<file path="src/rtl/img_capture_packer.sv">
// Frame-capture engine: arms, syncs to the next FVAL rise and packs DVAL pixels into wide memory words.
// Optional IMG_CAP_THRESH_EN adds i_thresh and stores each pixel binarised (all-ones / zero).
module img_capture_packer #(
    parameter int PXL_W         = 16,
    parameter int PXLS_PER_WORD = 16,
    parameter int IMG_W         = 28,
    parameter int IMG_H         = 28,
    parameter int ADDR_W        = 7,
    parameter int BASE_ADDR     = 0
) (
    input  logic                             pxlclk,
    input  logic                             rst,
    input  logic                             i_enable,
    input  logic                             i_start,
    input  logic                             i_cont,
    input  logic                             i_fval,
    input  logic                             i_dval,
    input  logic [PXL_W-1:0]                 i_data,
`ifdef IMG_CAP_THRESH_EN
    input  logic [PXL_W-1:0]                 i_thresh,
`endif
    output logic                             o_wren,
    output logic [ADDR_W-1:0]                o_addr,
    output logic [PXL_W*PXLS_PER_WORD-1:0]   o_data,
    output logic                             o_busy,
    output logic                             o_done,
    output logic                             o_err
);

    localparam int WORD_W = PXL_W * PXLS_PER_WORD;
    localparam int NPIX   = IMG_W * IMG_H;
    localparam int NWORDS = (NPIX + PXLS_PER_WORD - 1) / PXLS_PER_WORD;
    localparam int CNT_W  = $clog2(NPIX + 1);
    localparam int LANE_W = (PXLS_PER_WORD > 1) ? $clog2(PXLS_PER_WORD) : 1;
    localparam int WIDX_W = $clog2(NWORDS + 1);

    if (longint'(BASE_ADDR) + longint'(NWORDS) - 1 >= (longint'(1) << ADDR_W)) begin : g_addr_chk
        $error("img_capture_packer: BASE_ADDR+NWORDS-1 does not fit in ADDR_W bits");
    end

    typedef enum logic [1:0] {
        S_IDLE    = 2'd0,
        S_ARMED   = 2'd1,
        S_CAPTURE = 2'd2,
        S_FLUSH   = 2'd3
    } state_t;

    state_t              state;
    logic                fval_q;
    logic [WORD_W-1:0]   lane_buf;
    logic [CNT_W-1:0]    pix_cnt;
    logic [LANE_W-1:0]   lane;
    logic [WIDX_W-1:0]   widx;

    logic                frame_start;
    logic                accept;
    logic                restart;
    logic                last_pix;
    logic                last_lane;
    logic [PXL_W-1:0]    pix_val;
    logic [WORD_W-1:0]   wr_word;

    assign frame_start = i_fval & ~fval_q;
    assign last_pix    = (pix_cnt == CNT_W'(NPIX - 1));
    assign last_lane   = (lane == LANE_W'(PXLS_PER_WORD - 1));

    // A pixel is taken either in CAPTURE or on the very FVAL-rise cycle that leaves ARMED.
    assign accept = i_enable & i_fval & i_dval &
                    ((state == S_CAPTURE) | ((state == S_ARMED) & frame_start));

    // Any path back to IDLE/ARMED starts the next frame from a clean buffer.
    assign restart = ~i_enable |
                     ((state == S_IDLE) & i_start) |
                     ((state == S_CAPTURE) & ~i_fval) |
                     (state == S_FLUSH);

    always_comb begin
`ifdef IMG_CAP_THRESH_EN
        pix_val = (i_data >= i_thresh) ? {PXL_W{1'b1}} : {PXL_W{1'b0}};
`else
        pix_val = i_data;
`endif
        wr_word = lane_buf;
        wr_word[lane*PXL_W +: PXL_W] = pix_val;
    end

    always_ff @(posedge pxlclk or posedge rst) begin
        if (rst) begin
            state    <= S_IDLE;
            fval_q   <= 1'b0;
            lane_buf <= '0;
            pix_cnt  <= '0;
            lane     <= '0;
            widx     <= '0;
            o_wren   <= 1'b0;
            o_addr   <= ADDR_W'(BASE_ADDR);
            o_data   <= '0;
            o_busy   <= 1'b0;
            o_done   <= 1'b0;
            o_err    <= 1'b0;
        end else begin
            fval_q <= i_fval;
            o_wren <= 1'b0;
            o_done <= 1'b0;
            o_err  <= 1'b0;

            if (!i_enable) begin
                state  <= S_IDLE;
                o_busy <= 1'b0;
            end else begin
                case (state)
                    S_IDLE: begin
                        if (i_start) begin
                            state  <= S_ARMED;
                            o_busy <= 1'b1;
                        end
                    end
                    S_ARMED: begin
                        if (frame_start) state <= S_CAPTURE;
                    end
                    S_CAPTURE: begin
                        if (!i_fval) begin
                            o_err  <= 1'b1;
                            state  <= i_cont ? S_ARMED : S_IDLE;
                            o_busy <= i_cont;
                        end
                    end
                    S_FLUSH: begin
                        o_done <= 1'b1;
                        state  <= i_cont ? S_ARMED : S_IDLE;
                        o_busy <= i_cont;
                    end
                    default: begin
                        state  <= S_IDLE;
                        o_busy <= 1'b0;
                    end
                endcase
                if (accept && last_pix) state <= S_FLUSH;
            end

            if (restart) begin
                lane_buf <= '0;
                pix_cnt  <= '0;
                lane     <= '0;
                widx     <= '0;
            end else if (accept) begin
                pix_cnt <= pix_cnt + 1'b1;
                // The final pixel issues the write itself, so a partial word lands 1 cycle later too.
                if (last_lane || last_pix) begin
                    o_wren   <= 1'b1;
                    o_data   <= wr_word;
                    o_addr   <= ADDR_W'(BASE_ADDR) + ADDR_W'(widx);
                    lane_buf <= '0;
                    lane     <= '0;
                    widx     <= widx + 1'b1;
                end else begin
                    lane_buf <= wr_word;
                    lane     <= lane + 1'b1;
                end
            end
        end
    end

endmodule

</file>
<file path="config.mk">
export PLATFORM = sky130hd
export DESIGN_NAME = img_capture_packer
export DESIGN_NICKNAME = d
export VERILOG_FILES = /design/src/rtl/img_capture_packer.sv
export SDC_FILE = /design/constraint.sdc
export NUM_CORES = 1
export LEC_CHECK = 0
export CAP_MARGIN = 15
export CORE_MARGIN = 8
export CORE_UTILIZATION = 45
export CTS_BUF_LIST = sky130_fd_sc_hd__clkbuf_4 sky130_fd_sc_hd__clkbuf_8
export DETAILED_ROUTE_END_ITERATION = 8
export PLACE_DENSITY = 0.67
export SETUP_SLACK_MARGIN = 0.5
export SLEW_MARGIN = 20
export SYNTH_ARGS = -nofsm -noshare
export SYNTH_HDL_FRONTEND = slang
export SYNTH_SLANG_ARGS = --single-unit
</file>
<file path="constraint.sdc">
create_clock -name pxlclk -period 39.5 [get_ports pxlclk]
set_input_delay 11.85 -clock pxlclk [delete_from_list [all_inputs] [get_ports pxlclk]]
set_output_delay 11.85 -clock pxlclk [all_outputs]
set_load 0.02 [all_outputs]
</file>
==> impl_metrics.json <==
{
  "status": "finished clean",
  "yosys_warnings": 0,
  "drtIter0Drc": 1329,
  "crit_arrival_ns": 16.51,
  "core_um2": 51000,
  "yosys.area.top_type": "dfrtp_1",
  "worst_path_largest_cell_delay_ns": 0.90,
  "drt_wl_total_mm": 64.2,
  "cts_sinks": 545,
  "gp_congestion": 0.771,
  "utilization_pct": 55.2,
  "dp_hpwl_mm": 41.1,
  "cts-htree-levels": 3,
  "port-buffer-count": 288,
  "ctsHoldBuffers": 0,
  "hold_viol_final": 0,
  "nets": 2236,
  "cts_buffers": 90,
  "avgSynthCellArea_um2": 11.7,
  "worstSetupEndpointType": "register",
  "yosysSeqAreaShare_pct": 59.3,
  "syn_inst": 1975,
  "root_buffer": "clkbuf_8",
  "async_flop_share_pct": 100,
  "syn_to_final_growth_pct": 22.2,
  "slew_viol_final": 0,
  "p_per_area_nw_per_um2": 41.3,
  "critPathRequiredTime_ns": 39.99,
  "dp_cells": 2796,
  "initial_core_util_pct": 45.1,
  "insertion_delay_ns": 0.68,
  "post_dp_cell_area_um2": 26200,
  "cts-resized-gates": 0,
  "synth_fp_nets": 2003,
  "hold_class": "register to register",
  "finClkSkew_ns": 0.0306,
  "viasPerCell": 5.50,
  "cts_setup_buffers": 0,
  "grt_pass1_wl_mm": 101,
  "ys_ff_latch": 545,
  "fp-row-count": 83,
  "antenna_found_initial": 1,
  "clockBufferDepth": 3,
  "clkTransAtPathRegs_ns": 0.06,
  "synthTopCellsByArea": "dfrtp_1 (59%), mux2i_1 (11%), a22o_1 (9.1%)",
  "worst-path-buf-inv": 4,
  "setup_viol": 0,
  "post-route-period-util_pct": 40.5,
  "ioPinCount": 290,
  "power.leakage_nw": 12.6,
  "grt_max_degree": 160,
  "fp.dieArea_um2": 58600,
  "crit_chain": "clkdlybuf4s50_1 -> o2111a_1 -> nand2b_4 -> buf_4 -> buf_4 -> buf_4 -> o21ai_0",
  "vdd_ir_drop_max_mv": 0.0228,
  "critical_path.slowest_cell": "buf_4",
  "slew_headroom_pct": 24.0,
  "final_common_cell": "dfrtp_1",
  "grt_pass1_vias": 16800,
  "dr_total_vias": 16300,
  "chipWidth_um": 242,
  "critical_path.most_common_cell": "buf_4",
  "criticalPathCategory": "input port to register",
  "gr-total-overflow": 0,
  "nFillCells": 4255,
  "final_cell_mix": "dfrtp_1 (545), nand2_1 (289), clkdlybuf4s50_1 (288)",
  "synth-edff-count": 0,
  "instances_no_fill": 2960,
  "timing.setup.tns_ns": 0,
  "synth-main-ff-cell": "dfrtp_1",
  "crit_path_start_kind": "input port",
  "period_minus_slack_ns": 16.02,
  "die_h_um": 242,
  "drv_cap": 0,
  "crit_fanout": 128,
  "critPathTopFamily": "buffers and inverters",
  "drive_gt1_share_pct": 10.6,
  "netlist_area_um2": 23000,
  "drt-pass1-iter-count": 5,
  "routedWlPerCell_um": 21.7,
  "track_usage_pct": 21.6,
  "rsz0062_at_grt": "false",
  "cts_tree": "built",
  "antenna_left": 0,
  "fmax_ghz": 0.0624,
  "drc_errors": 0,
  "synth_cell_type_count": 54,
  "max_slew.worst_pin.slew_ns": 1.14,
  "stdcell_area_um2": 28100,
  "synth_top_area_share_pct": 59.3
}
-- kinds of logic after synthesis --
family | synth area share, %
compound gates | 17.0
flops | 59.3
simple gates | 7.63
mux | 11.2
buf+inv | 4.25
xor+xnor | 0.342
fa+ha+maj | 0.272
other cells | 0.0163
-- Yosys cell counts, types with 8 or more instances --
cell,n
dfrtp_1,545
nand2_1,290
o21ai_0,263
mux2i_1,256
a22o_1,240
buf_2,81
clkbuf_1,76
buf_4,25
and2_1,21
a32o_1,17
and2_0,16
nor2_1,15
o21ai_2,12
a21oi_1,9
inv_1,9
nand3_1,8
-- power breakdown --
group / internal [mW] / switching [mW]
sequential: 0.560 / 0.00221
clock: 0.303 / 0.227
combinational: 0.0147 / 0.0546
-- routing by layer --
layer	GRT usage [%]	up-vias	part of all wire (%)
li1	-	7505	-
met1	28.8	8281	45
met2	34.0	419	47
met3	5.68	77	5.9
met4	7.24	0	2.4
met5	0	-	0
-- path summary, 6_finish.rpt --
path	start	to	slack, ns	cells after the start
max	i_enable	o_data[199]$_DFFE_PP0P_	23.48	7
min reg2reg	o_data[191]$_DFFE_PP0P_	o_data[191]$_DFFE_PP0P_	0.48	2
max reg2reg	lane[0]$_DFFE_PP0P_	o_data[199]$_DFFE_PP0P_	34.21	8
max in group asynchronous	rst	o_data[248]$_DFFE_PP0P_	25.58	4
min in group asynchronous	rst	o_data[102]$_DFFE_PP0P_	11.75	2
min	o_data[191]$_DFFE_PP0P_	o_data[191]$_DFFE_PP0P_	0.48	2
-- worst register-to-register path: stages, from the launching register on --
cell	delay, ns
dfrtp_1	0.51
ha_1	0.30
and3_1	0.19
a41oi_1	0.39
nand2b_4	0.69
buf_4	0.85
buf_4	0.89
buf_4	0.94
o21ai_0	0.35
-- through the flow --
stage | hold slack (ns) | worst slack [ns] | power (mW)
after CTS | 0.483 | 23.56 | 1.17
after detailed placement | 0.470 | 22.81 | 0.642
after global routing | 0.496 | 23.02 | 1.21
after floorplan | 0.453 | 12.41 | 0.622
after global placement | 0.466 | 23.05 | 0.641
final | 0.478 | 23.48 | 1.16
-- final cells by class --
class                      instances  area [um^2]  area share [%]
timing repair buffer             331         3220            11.5
tap                              680          851            3.02
inverter                          11         48.8           0.173
clock inverter                    12          103           0.365
clock buffer                     151         1860            6.61
multi-input combinational       1229         8410            29.9
sequential                       545        13600            48.5
antenna                            1         2.50         0.00890
-- registers in the layout, indices dropped and copies added, names as in the netlist --
| signal | flops |
|---|---|
| fval_q | 1 |
| lane | 4 |
| lane_buf | 256 |
| o_addr | 6 |
| o_busy | 1 |
| o_data | 256 |
| o_done | 1 |
| o_err | 1 |
| o_wren | 1 |
| pix_cnt | 10 |
| state | 2 |
| widx | 6 |
Note: power is estimated with default switching activity, not from simulation.
